## config.mk

```make
export PLATFORM = sky130hd
export DESIGN_NAME = id_stage
export DESIGN_NICKNAME = d
export VERILOG_FILES = /design/src/rtl/id_stage.sv
export SDC_FILE = /design/constraint.sdc
export NUM_CORES = 2
export LEC_CHECK = 0
export CORE_AREA = 3 3 320 322
export CTS_BUF_LIST = sky130_fd_sc_hd__clkbuf_8
export DETAILED_ROUTE_END_ITERATION = 8
export DIE_AREA = 0 0 323 325
export HOLD_SLACK_MARGIN = 0.03
export PLACE_DENSITY = 0.74
export SKIP_CTS_REPAIR_TIMING = 1
export SLEW_MARGIN = 20
export SYNTH_ARGS = -nofsm -noshare
export SYNTH_HDL_FRONTEND = slang
export SYNTH_SLANG_ARGS = --single-unit
```

## constraint.sdc

```tcl
create_clock -name clk -period 1.52 [get_ports clk]
set_input_delay 0.456 -clock clk [delete_from_list [all_inputs] [get_ports clk]]
set_output_delay 0.456 -clock clk [all_outputs]
set_load 0.01 [all_outputs]
```

## src/rtl/id_stage.sv

```systemverilog
// id_stage: RV32 integer decode stage with a 32-entry register file.
//   Decodes R-type (0110011) and I-type ALU (0010011) instructions into ALU
//   operands/op, destination and write-enable. All other encodings raise
//   illegal. Single output register slice with valid/ready handshake.
//   Optional macro ID_STAGE_BYPASS_EN: a same-cycle writeback to a nonzero
//   source register is forwarded to the operand read.
// Ports:
//   clk, rst_n                   clock, async active-low reset
//   in_valid/in_ready/instr      instruction input handshake
//   wb_en/wb_rd/wb_data          register file write port
//   out_valid/out_ready          decode result handshake
//   alu_a, alu_b, alu_op         ALU operands and op
//   rd, rd_we, illegal           destination, write-enable, illegal flag
module id_stage #(
  parameter int XLEN = 32
) (
  input  logic            clk,
  input  logic            rst_n,
  input  logic            in_valid,
  output logic            in_ready,
  input  logic [31:0]     instr,
  input  logic            wb_en,
  input  logic [4:0]      wb_rd,
  input  logic [XLEN-1:0] wb_data,
  output logic            out_valid,
  input  logic            out_ready,
  output logic [XLEN-1:0] alu_a,
  output logic [XLEN-1:0] alu_b,
  output logic [2:0]      alu_op,
  output logic [4:0]      rd,
  output logic            rd_we,
  output logic            illegal
);

  logic [XLEN-1:0] regs [32];

  logic [6:0] opcode, funct7;
  logic [2:0] funct3;
  logic [4:0] rs1, rs2;
  assign opcode = instr[6:0];
  assign funct3 = instr[14:12];
  assign funct7 = instr[31:25];
  assign rs1    = instr[19:15];
  assign rs2    = instr[24:20];

  logic xfer;
  assign in_ready = !out_valid || out_ready;
  assign xfer     = in_valid && in_ready;

  // Register file; x0 is never written so it always reads zero.
  always_ff @(posedge clk or negedge rst_n) begin
    if (!rst_n) begin
      for (int i = 0; i < 32; i++) regs[i] <= '0;
    end else if (wb_en && wb_rd != 5'd0) begin
      regs[wb_rd] <= wb_data;
    end
  end

  logic [XLEN-1:0] rs1_val, rs2_val;
  always_comb begin
    rs1_val = (rs1 == 5'd0) ? '0 : regs[rs1];
    rs2_val = (rs2 == 5'd0) ? '0 : regs[rs2];
`ifdef ID_STAGE_BYPASS_EN
    if (wb_en && wb_rd != 5'd0 && wb_rd == rs1) rs1_val = wb_data;
    if (wb_en && wb_rd != 5'd0 && wb_rd == rs2) rs2_val = wb_data;
`endif
  end

  // Combinational decode of the incoming instruction.
  logic            is_r, is_i, is_shift, legal;
  logic [2:0]      dec_op;
  logic [XLEN-1:0] dec_b;
  always_comb begin
    is_r     = (opcode == 7'b0110011);
    is_i     = (opcode == 7'b0010011);
    is_shift = (funct3 == 3'b001) || (funct3 == 3'b101);
    legal    = (is_r || is_i) && (funct3 != 3'b010) && (funct3 != 3'b011);
    // R-type: only funct7=0, or 0100000 for sub (sra is not supported).
    if (is_r && !(funct7 == 7'd0 || (funct7 == 7'b0100000 && funct3 == 3'b000)))
      legal = 1'b0;
    // I-type shifts: funct7 must be zero, rejecting srai.
    if (is_i && is_shift && funct7 != 7'd0)
      legal = 1'b0;

    dec_op = 3'b000;
    case (funct3)
      3'b000:  dec_op = (is_r && instr[30]) ? 3'b001 : 3'b000;
      3'b111:  dec_op = 3'b010;
      3'b110:  dec_op = 3'b011;
      3'b100:  dec_op = 3'b100;
      3'b001:  dec_op = 3'b110;
      3'b101:  dec_op = 3'b111;
      default: dec_op = 3'b000;
    endcase
    if (!legal) dec_op = 3'b000;

    if (is_r)          dec_b = rs2_val;
    else if (is_shift) dec_b = {{(XLEN-5){1'b0}}, instr[24:20]};
    else               dec_b = {{(XLEN-12){instr[31]}}, instr[31:20]};
  end

  always_ff @(posedge clk or negedge rst_n) begin
    if (!rst_n) begin
      out_valid <= 1'b0;
      alu_a     <= '0;
      alu_b     <= '0;
      alu_op    <= 3'b000;
      rd        <= 5'd0;
      rd_we     <= 1'b0;
      illegal   <= 1'b0;
    end else begin
      if (xfer) begin
        out_valid <= 1'b1;
        alu_a     <= rs1_val;
        alu_b     <= dec_b;
        alu_op    <= dec_op;
        rd        <= instr[11:7];
        rd_we     <= legal && (instr[11:7] != 5'd0);
        illegal   <= !legal;
      end else if (out_ready) begin
        out_valid <= 1'b0;
      end
    end
  end

endmodule

```

Yosys cells after proc, flatten, opt, wreduce, memory -nomap -nowiden
Cells that the tools add are included.

Register bits after elaboration: 1099. Latch bits: 0. Bits in writable memories: 0. ROM bits: 0. Input port bits: 74. Output and inout port bits: 76. Word-level logic and storage cells: 102. Memories kept: 0.

Add/sub/neg operators: 0. $mul: 0. Div/mod/pow operators: 0. $lt $le $gt $ge: 4. Eq/ne operators: 10. Shifts and indexed selects: 0. Muxes and demuxes: 20. Bitwise gates (word level): 3. Reductions and logical operators: 26.

Operators with widths (count): $bwmux 1024 (1); $bmux 32 s5 (2); $mux 32 (9); $demux 32 s5 (1); $ge 6x6->1 const B (3); $not 5->6 (3); $pmux 3 s6 (1); $eq 7x6->1 const B (2); $eq 3x3->1 const B (4); $logic_and 1x1->1 (11); $logic_not 5->1 (2); $reduce_bool 5->1 (2); $eq 7x5->1 const B (1); $logic_not 7->1 (1); $reduce_bool 7->1 (1); $lt 6x1->1 const B (1); $ne 3x2->1 const B (2); $mux 1 (5); $logic_or 1x1->1 (4); $eq 3x1->1 const B (1); $logic_not 1->1 (3); $logic_not 3->1 (1); $mux 3 (1); $reduce_bool 2->1 (1).

Longest topological paths before layout
Depth in word-level cells: 8. Depth in mapped cells: 10. Mapped depth without buffers: 5.

Worst setup path before layout
Ideal clock, no wire load.

Kind: input port to flip-flop. Start: in instr[16]. End: reg alu_a[1]. Library setup time: 0.138 ns. Arrival time: 1.907 ns. Required time: 1.382 ns. Setup slack: -0.525 ns. Cell stages on the path: 7. Path buffers: 3. Path through: buf_2 buf_2 buf_1 mux4_2 mux2_2 a22oi_1 o211ai_1.

Cells in the longest elaborated chain, start to end: 5. Elaborated cells on any way between the ends: 6. Classes of those cells: mux: 4; bitwise: 1; reduce/logical: 1.

RTL lines: from (decl) (line 21) `input logic [31:0] instr,`; $not 5->6 (not written as such) (line 61) `rs1_val = (rs1 == 5'd0) ? '0 : regs[rs1];`; $bmux 32 s5 (line 61); $mux 32 (not written as such) (2 in series) (line 61); $mux 32 * (line 61); to (signal assigned) (line 114) `alu_a <= rs1_val;`; to (decl) (line 27) `output logic [XLEN-1:0] alu_a,`.

Every way passes the cells marked *; elsewhere a longest branch is shown, timed or not. The select of a mux whose other input is x is not followed. A chain may end at the register's enable or synchronous reset.

Worst setup path after layout
Start: reg out_valid. End: out in_ready.

Cells in the longest elaborated chain, start to end: 2.

RTL lines: from (decl) (line 25) `output logic out_valid,`; from (signal assigned) (line 104) `out_valid <= 1'b0;`; from (signal assigned) (line 113) `out_valid <= 1'b1;`; from (signal assigned) (line 121) `out_valid <= 1'b0;`; $logic_not 1->1 (line 47) `assign in_ready = !out_valid || out_ready;`; $logic_or 1x1->1 (line 47); to (decl) (line 20) `output logic in_ready,`.

No other way between the ends.

==> results.sh <==
export IMPL_grt_pass1_wl_um=286000
export IMPL_crit_arrival_ns=1.66
export IMPL_power_frac_seq=0.430
export IMPL_max_freq_ghz=0.473
export IMPL_grt_overflow_total=0
export IMPL_fill_cells=5881
export IMPL_setup_viol=150
export IMPL_syn_avg_cell_area_um2=14.7
export IMPL_period_share=1.39
export IMPL_reg2regPathDepth=11
export IMPL_die_w_um=323
export IMPL_end_kind="primary output"
export IMPL_start_kind="flip-flop"
export IMPL_synth_warnings=0
export IMPL_relSlewSlack=0.674
export IMPL_first_pass_iters=5
export IMPL_ys_seq_area_frac=0.477
export IMPL_coreArea_mm2=0.0999
export IMPL_synth_seq_cells=1099
export IMPL_multi_input_area_mm2=0.0304
export IMPL_tightest_slew_ns=0.489
export IMPL_synth_ff_type="dfrtp_1"
export IMPL_cts_buffers=182
export IMPL_synthTopCellsByCount="dfrtp_1, mux2_2, mux4_2"
export IMPL_switchingPower_mw=26.1
export IMPL_syn2layout_area_growth_pct=31.1
export IMPL_p_comb_frac=0.266
export IMPL_drc=0
export IMPL_cts_tree="yes"
export IMPL_grt_max_degree=81
export IMPL_crit_fanout=2
export IMPL_max_stage_delay_ns=0.40
export IMPL_clkPwrFrac=0.304
export IMPL_vias_per_cell=6.73
export IMPL_report_final_slew_viol_count=0
export IMPL_dp_hpwl_um=130000
export IMPL_clock_path_buffers=3
export IMPL_worstSkewPairLatency_ns=0.88
export IMPL_hold_viol_final=0
export IMPL_dieArea_mm2=0.105
export IMPL_p_leak_nw=34.4
export IMPL_total_power_mw=91.2
export IMPL_netlist_cell_type_count=65
export IMPL_detail_route_wl_per_cell_um=30.9
export IMPL_clock_sinks=1099
export IMPL_power_density_mw_per_mm2=1210
export IMPL_synth_area_top_cells="dfrtp_1, mux2_2, mux4_2, mux2i_1, a22oi_1"
export IMPL_clkTransAtPathRegs_ns=0.06
export IMPL_vias=42377
export IMPL_crit_type="flip-flop to primary output"
export IMPL_antenna_left=0
export IMPL_antenna_found_initial=4
export IMPL_hold_class="primary input to async pin"
export IMPL_yosysMostFrequentCell="dfrtp_1"
export IMPL_peakVddDrop_mv=0.808
export IMPL_maxCapViolCount=0
export IMPL_htree_num_levels=4
export IMPL_rsz0062_at_grt="yes"
export IMPL_die_h_um=325
export IMPL_worst_path_most_repeated_cell="buf_6"
export IMPL_nets=4919
export IMPL_num_rows=116
export IMPL_root_buffer="clkbuf_8"
export IMPL_swShare=0.286
export IMPL_critPathSlowestCell="dfrtp_1"
export IMPL_drive_gt1_frac=0.609
export IMPL_ios=150
export IMPL_synth_top_area_frac=0.477
export IMPL_grt_total_usage=0.367
export IMPL_seq_area_mm2=0.0275
export IMPL_syn_inst=3915
export IMPL_yosysTopAreaCell="dfrtp_1"
export IMPL_fin_crit_ns=2.11
export IMPL_gp_congestion=0.889
export IMPL_violations="negative setup slack"
export IMPL_synthArstFlopShare=1.00
export IMPL_setup_slack_ns=-0.593
export IMPL_synth_edf_count=0
export IMPL_crit_required_ns=1.06
export IMPL_grt_pass1_vias=43980
export IMPL_numPortBuffers=149
export IMPL_syn_num_nets=3989
export IMPL_p_int_mw=65.0
export IMPL_clock_skew_ns=0.0431
export IMPL_start_util=0.577
export IMPL_whs_ns=0.0641
export IMPL_synth_area_mm2=0.0577
export IMPL_drt_iter0_markers=4502
export IMPL_status="finished with violations"
export IMPL_drt_wl_total_um=194000
export IMPL_path_cells="buf_6 > nand2b_4 > buf_12 > buf_6"
state kept, by name (all words and copies together), names as in the netlist:
register	cells
alu_op	3
rd_we	1
illegal	1
regs	1024
alu_a	32
rd	5
out_valid	1
alu_b	32
power by group through the flow:
stage	sequential [mW]	clock, mW	combinational, mW
2_1_floorplan	38.1	0	14.0
3_3_place_gp	38.9	0	22.7
3_5_place_dp	39.3	0	23.4
4_1_cts	38.9	28.0	23.5
5_1_grt	39.7	29.4	25.6
6_report	39.2	27.7	24.2
layout make-up:
cell class                 instances  area share
antenna                            4    0.000132
inverter                           3    0.000149
sequential                      1099       0.364
clock inverter                   101     0.00861
timing repair buffer            1182       0.161
tap                             1298      0.0215
clock buffer                     234      0.0426
multi-input combinational       2377       0.402
placed cells by master (no fill, tap or decap), drive strengths merged, types with 4 or more instances in the layout:
| master | count |
|---|---|
| nand3b | 6 |
| dlymetal6s2s | 5 |
| nor2b | 9 |
| nand2b | 37 |
| o22a | 11 |
| mux2i | 238 |
| nand3 | 8 |
| mux4 | 412 |
| bufinv | 6 |
| nand2 | 59 |
| a31oi | 16 |
| o211ai | 67 |
| nor2 | 76 |
| and3 | 7 |
| clkbuf | 286 |
| a32oi | 16 |
| a22oi | 133 |
| diode | 4 |
| a41o | 5 |
| clkinv | 32 |
| mux2 | 1068 |
| dfrtp | 1099 |
| o21ai | 26 |
| a311oi | 5 |
| a21oi | 46 |
| nor3 | 8 |
| a22o | 17 |
| a221oi | 17 |
| buf | 1065 |
| inv | 63 |
| nor3b | 6 |
| clkdlybuf4s50 | 59 |
| o2111ai | 41 |
| and2 | 4 |
worst max-delay path: cells and delay by family, from the launching register on:
kind / cells / cell delay [ns]
buffers and inverters: 3 / 0.32
flip-flops: 1 / 0.40
AND/OR/NAND/NOR: 1 / 0.07
through the flow:
stage          setup TNS [ns]  area, um^2   util  setup slack [ns]  std cells
5_1_grt                -65.74       75600  0.757            -0.657       6295
3_3_place_gp          -948.15       70600  0.707             -1.23       5884
4_1_cts               -104.24       74500  0.746             -1.05       6219
3_5_place_dp          -983.04       70600  0.707             -1.25       5884
6_report               -59.34       75600  0.757            -0.593       6298
2_1_floorplan         -108.96       60200      -            -0.438       3915
routing by layer:
layer | vias up | wire length [um] | track usage
met5 | - | 0 | 0
met4 | 0 | 9140 | 0.152
met3 | 568 | 19000 | 0.0916
met2 | 2447 | 89500 | 0.556
met1 | 22353 | 76900 | 0.510
li1 | 17009 | - | -
worst paths after layout:
check / startpoint / end / slack [ns]
max: out_valid / in_ready / -0.59
min: rst_n / regs[987] / 0.06
max reg2reg: out_valid / alu_a[14] / -0.54
min reg2reg: regs[996] / regs[996] / 0.39
max in group asynchronous: rst_n / regs[691] / 0.58
min in group clk: instr[7] / rd[0] / 0.15
kinds of logic (layout without fill, tap and decap cells):
kind of cell | Yosys count | in the layout | share of synthesized area
other | 0 | 4 | 0
AND/OR/NAND/NOR | 240 | 240 | 0.0207
buffers and inverters | 439 | 1520 | 0.0369
AO/OA/AOI/OAI | 419 | 419 | 0.0541
multiplexers | 1718 | 1718 | 0.411
flip-flops | 1099 | 1099 | 0.477
No activity file was read; power rests on OpenSTA's default activity.
==> edit, RTL diff (same flow settings) <==
The parameter `XLEN` goes from 32 to 24.
--- a/src/rtl/id_stage.sv
+++ b/src/rtl/id_stage.sv
@@ -14,3 +14,3 @@
 module id_stage #(
-  parameter int XLEN = 32
+  parameter int XLEN = 24
 ) (
Interface: changed (resized alu_a, alu_b and wb_data); port bits go from 150 to 126. No check against the original RTL was run, so the function may have changed too.
==> edit against the unedited design <==
The flow still finishes with violations (setup timing); sequential power fell by 25%; sequential cell count fell by 272; synthesized area fell by 25%; final area fell by 23%; synthesized cell count fell by 26%; wire length fell by 20%; total power fell by 24%; setup slack improved by 0.14 ns.
==> edit: results (changes against the unedited design) <==
* GRT Total Usage at 0.290 (was 0.367)
* DP HPWL at 104000 µm (was 130000 µm)
* Setup violators final at 113 (was 150)
* Max incr delay on CP at 0.38 ns (was 0.40 ns)
* Regs by FF count: regs: 768 flops, alu_a: 24 flops, alu_b: 24 flops (was regs: 1024 flops, alu_a: 32 flops, alu_b: 32 flops)
* Worst VDD drop at 605 µV (was 808 µV)
* Failing checks: setup timing (unchanged)
* R2r endpoint: alu_a[10] (was alu_a[14])
* Reg2reg path depth at 5 (was 11)
* Total negative slack at -34.37 ns (was -59.34 ns)
* Routed via count at 32600 (was 42400)
* Clk_lat worst skew at 0.83 ns (was 0.88 ns)
* Seq/Total Area, Yosys at 0.481 (was 0.477)
* Largest net degree at the start of global routing at 86 (was 81)
* Drt wl/cell at 30.7 µm (was 30.9 µm)
* Outcome: finished, violations left (unchanged)
* # fillers at 7347 (was 5881)
* Post-route setup slack at -0.456 ns (was -0.593 ns)
* Nets at 3731 (was 4919)
* Post-synthesis cell type count at 55 (was 65)
* GRT met2 Usage at 0.431 (was 0.556)
* Vias in the first global route at 33500 (was 44000)
* DR iter-0 viols at 3543 (was 4502)
* Reg-to-reg startpoint: regs[82] (was out_valid)
* # port buffers at 125 (was 149)
* Layout Skew at 0.0402 ns (was 0.0431 ns)
* Worst reg-to-reg setup slack at -0.40 ns (was -0.54 ns)
* Met1 GRT Util at 0.398 (was 0.510)
* Post-synth top cells: 827 x dfrtp_1, 769 x mux2_2, 355 x mux4_2 (was 1099 x dfrtp_1, 1068 x mux2_2, 405 x mux4_2)
edit: power by group:
group	internal [W]	leakage [nW]	switching, W
clock network	0.0111	1.61	0.00978
logic	0.0120	14.2	0.00669
registers	0.0262	10.6	0.00336
total	0.0492	26.3	0.0198
edit: worst max-delay path by stage:
stage / startpoint / to
4_1_cts: alu_a[8] / alu_a[8]
6_report: out_valid / in_ready
2_1_floorplan: instr[20] / alu_b[10]
5_1_grt: out_valid / in_ready
3_3_place_gp: instr[0] / alu_b[7]
3_5_place_dp: instr[0] / alu_b[7]
edit: metal layers:
metal / part of all wire / routed length [µm]
met1: 0.38 / 59500
met2: 0.45 / 69500
met3: 0.12 / 18100
met4: 0.055 / 8570
met5: 0.00015 / 23
edit: cell families after synthesis:
kind of cell,count (synthesis),share of synthesized area
flip-flops,827,0.481
AND/OR/NAND/NOR,270,0.0290
multiplexers,1226,0.411
buffers and inverters,326,0.0328
AO/OA/AOI/OAI,248,0.0455
edit: area by class of cell:
| class | instances | area, µm² | area share |
|---|---|---|---|
| diodes | 2 | 5.00 | 0.0000858 |
| clock buffers | 175 | 2410 | 0.0413 |
| clock inverters | 66 | 433 | 0.00742 |
| inverters | 4 | 15.0 | 0.000257 |
| multi-input cells | 1744 | 23300 | 0.400 |
| flip-flops and latches | 827 | 20700 | 0.355 |
| well taps | 1298 | 1620 | 0.0278 |
| repair buffers | 948 | 9820 | 0.168 |
edit: metrics by stage:
stage          std cells  setup WS, ns  cell area, µm²
2_1_floorplan       2897        -0.586           45800
3_3_place_gp        4770         -1.19           54200
3_5_place_dp        4770         -1.25           54200
4_1_cts             5011        -0.965           57000
5_1_grt             5063        -0.532           58300
6_report            5064        -0.456           58400
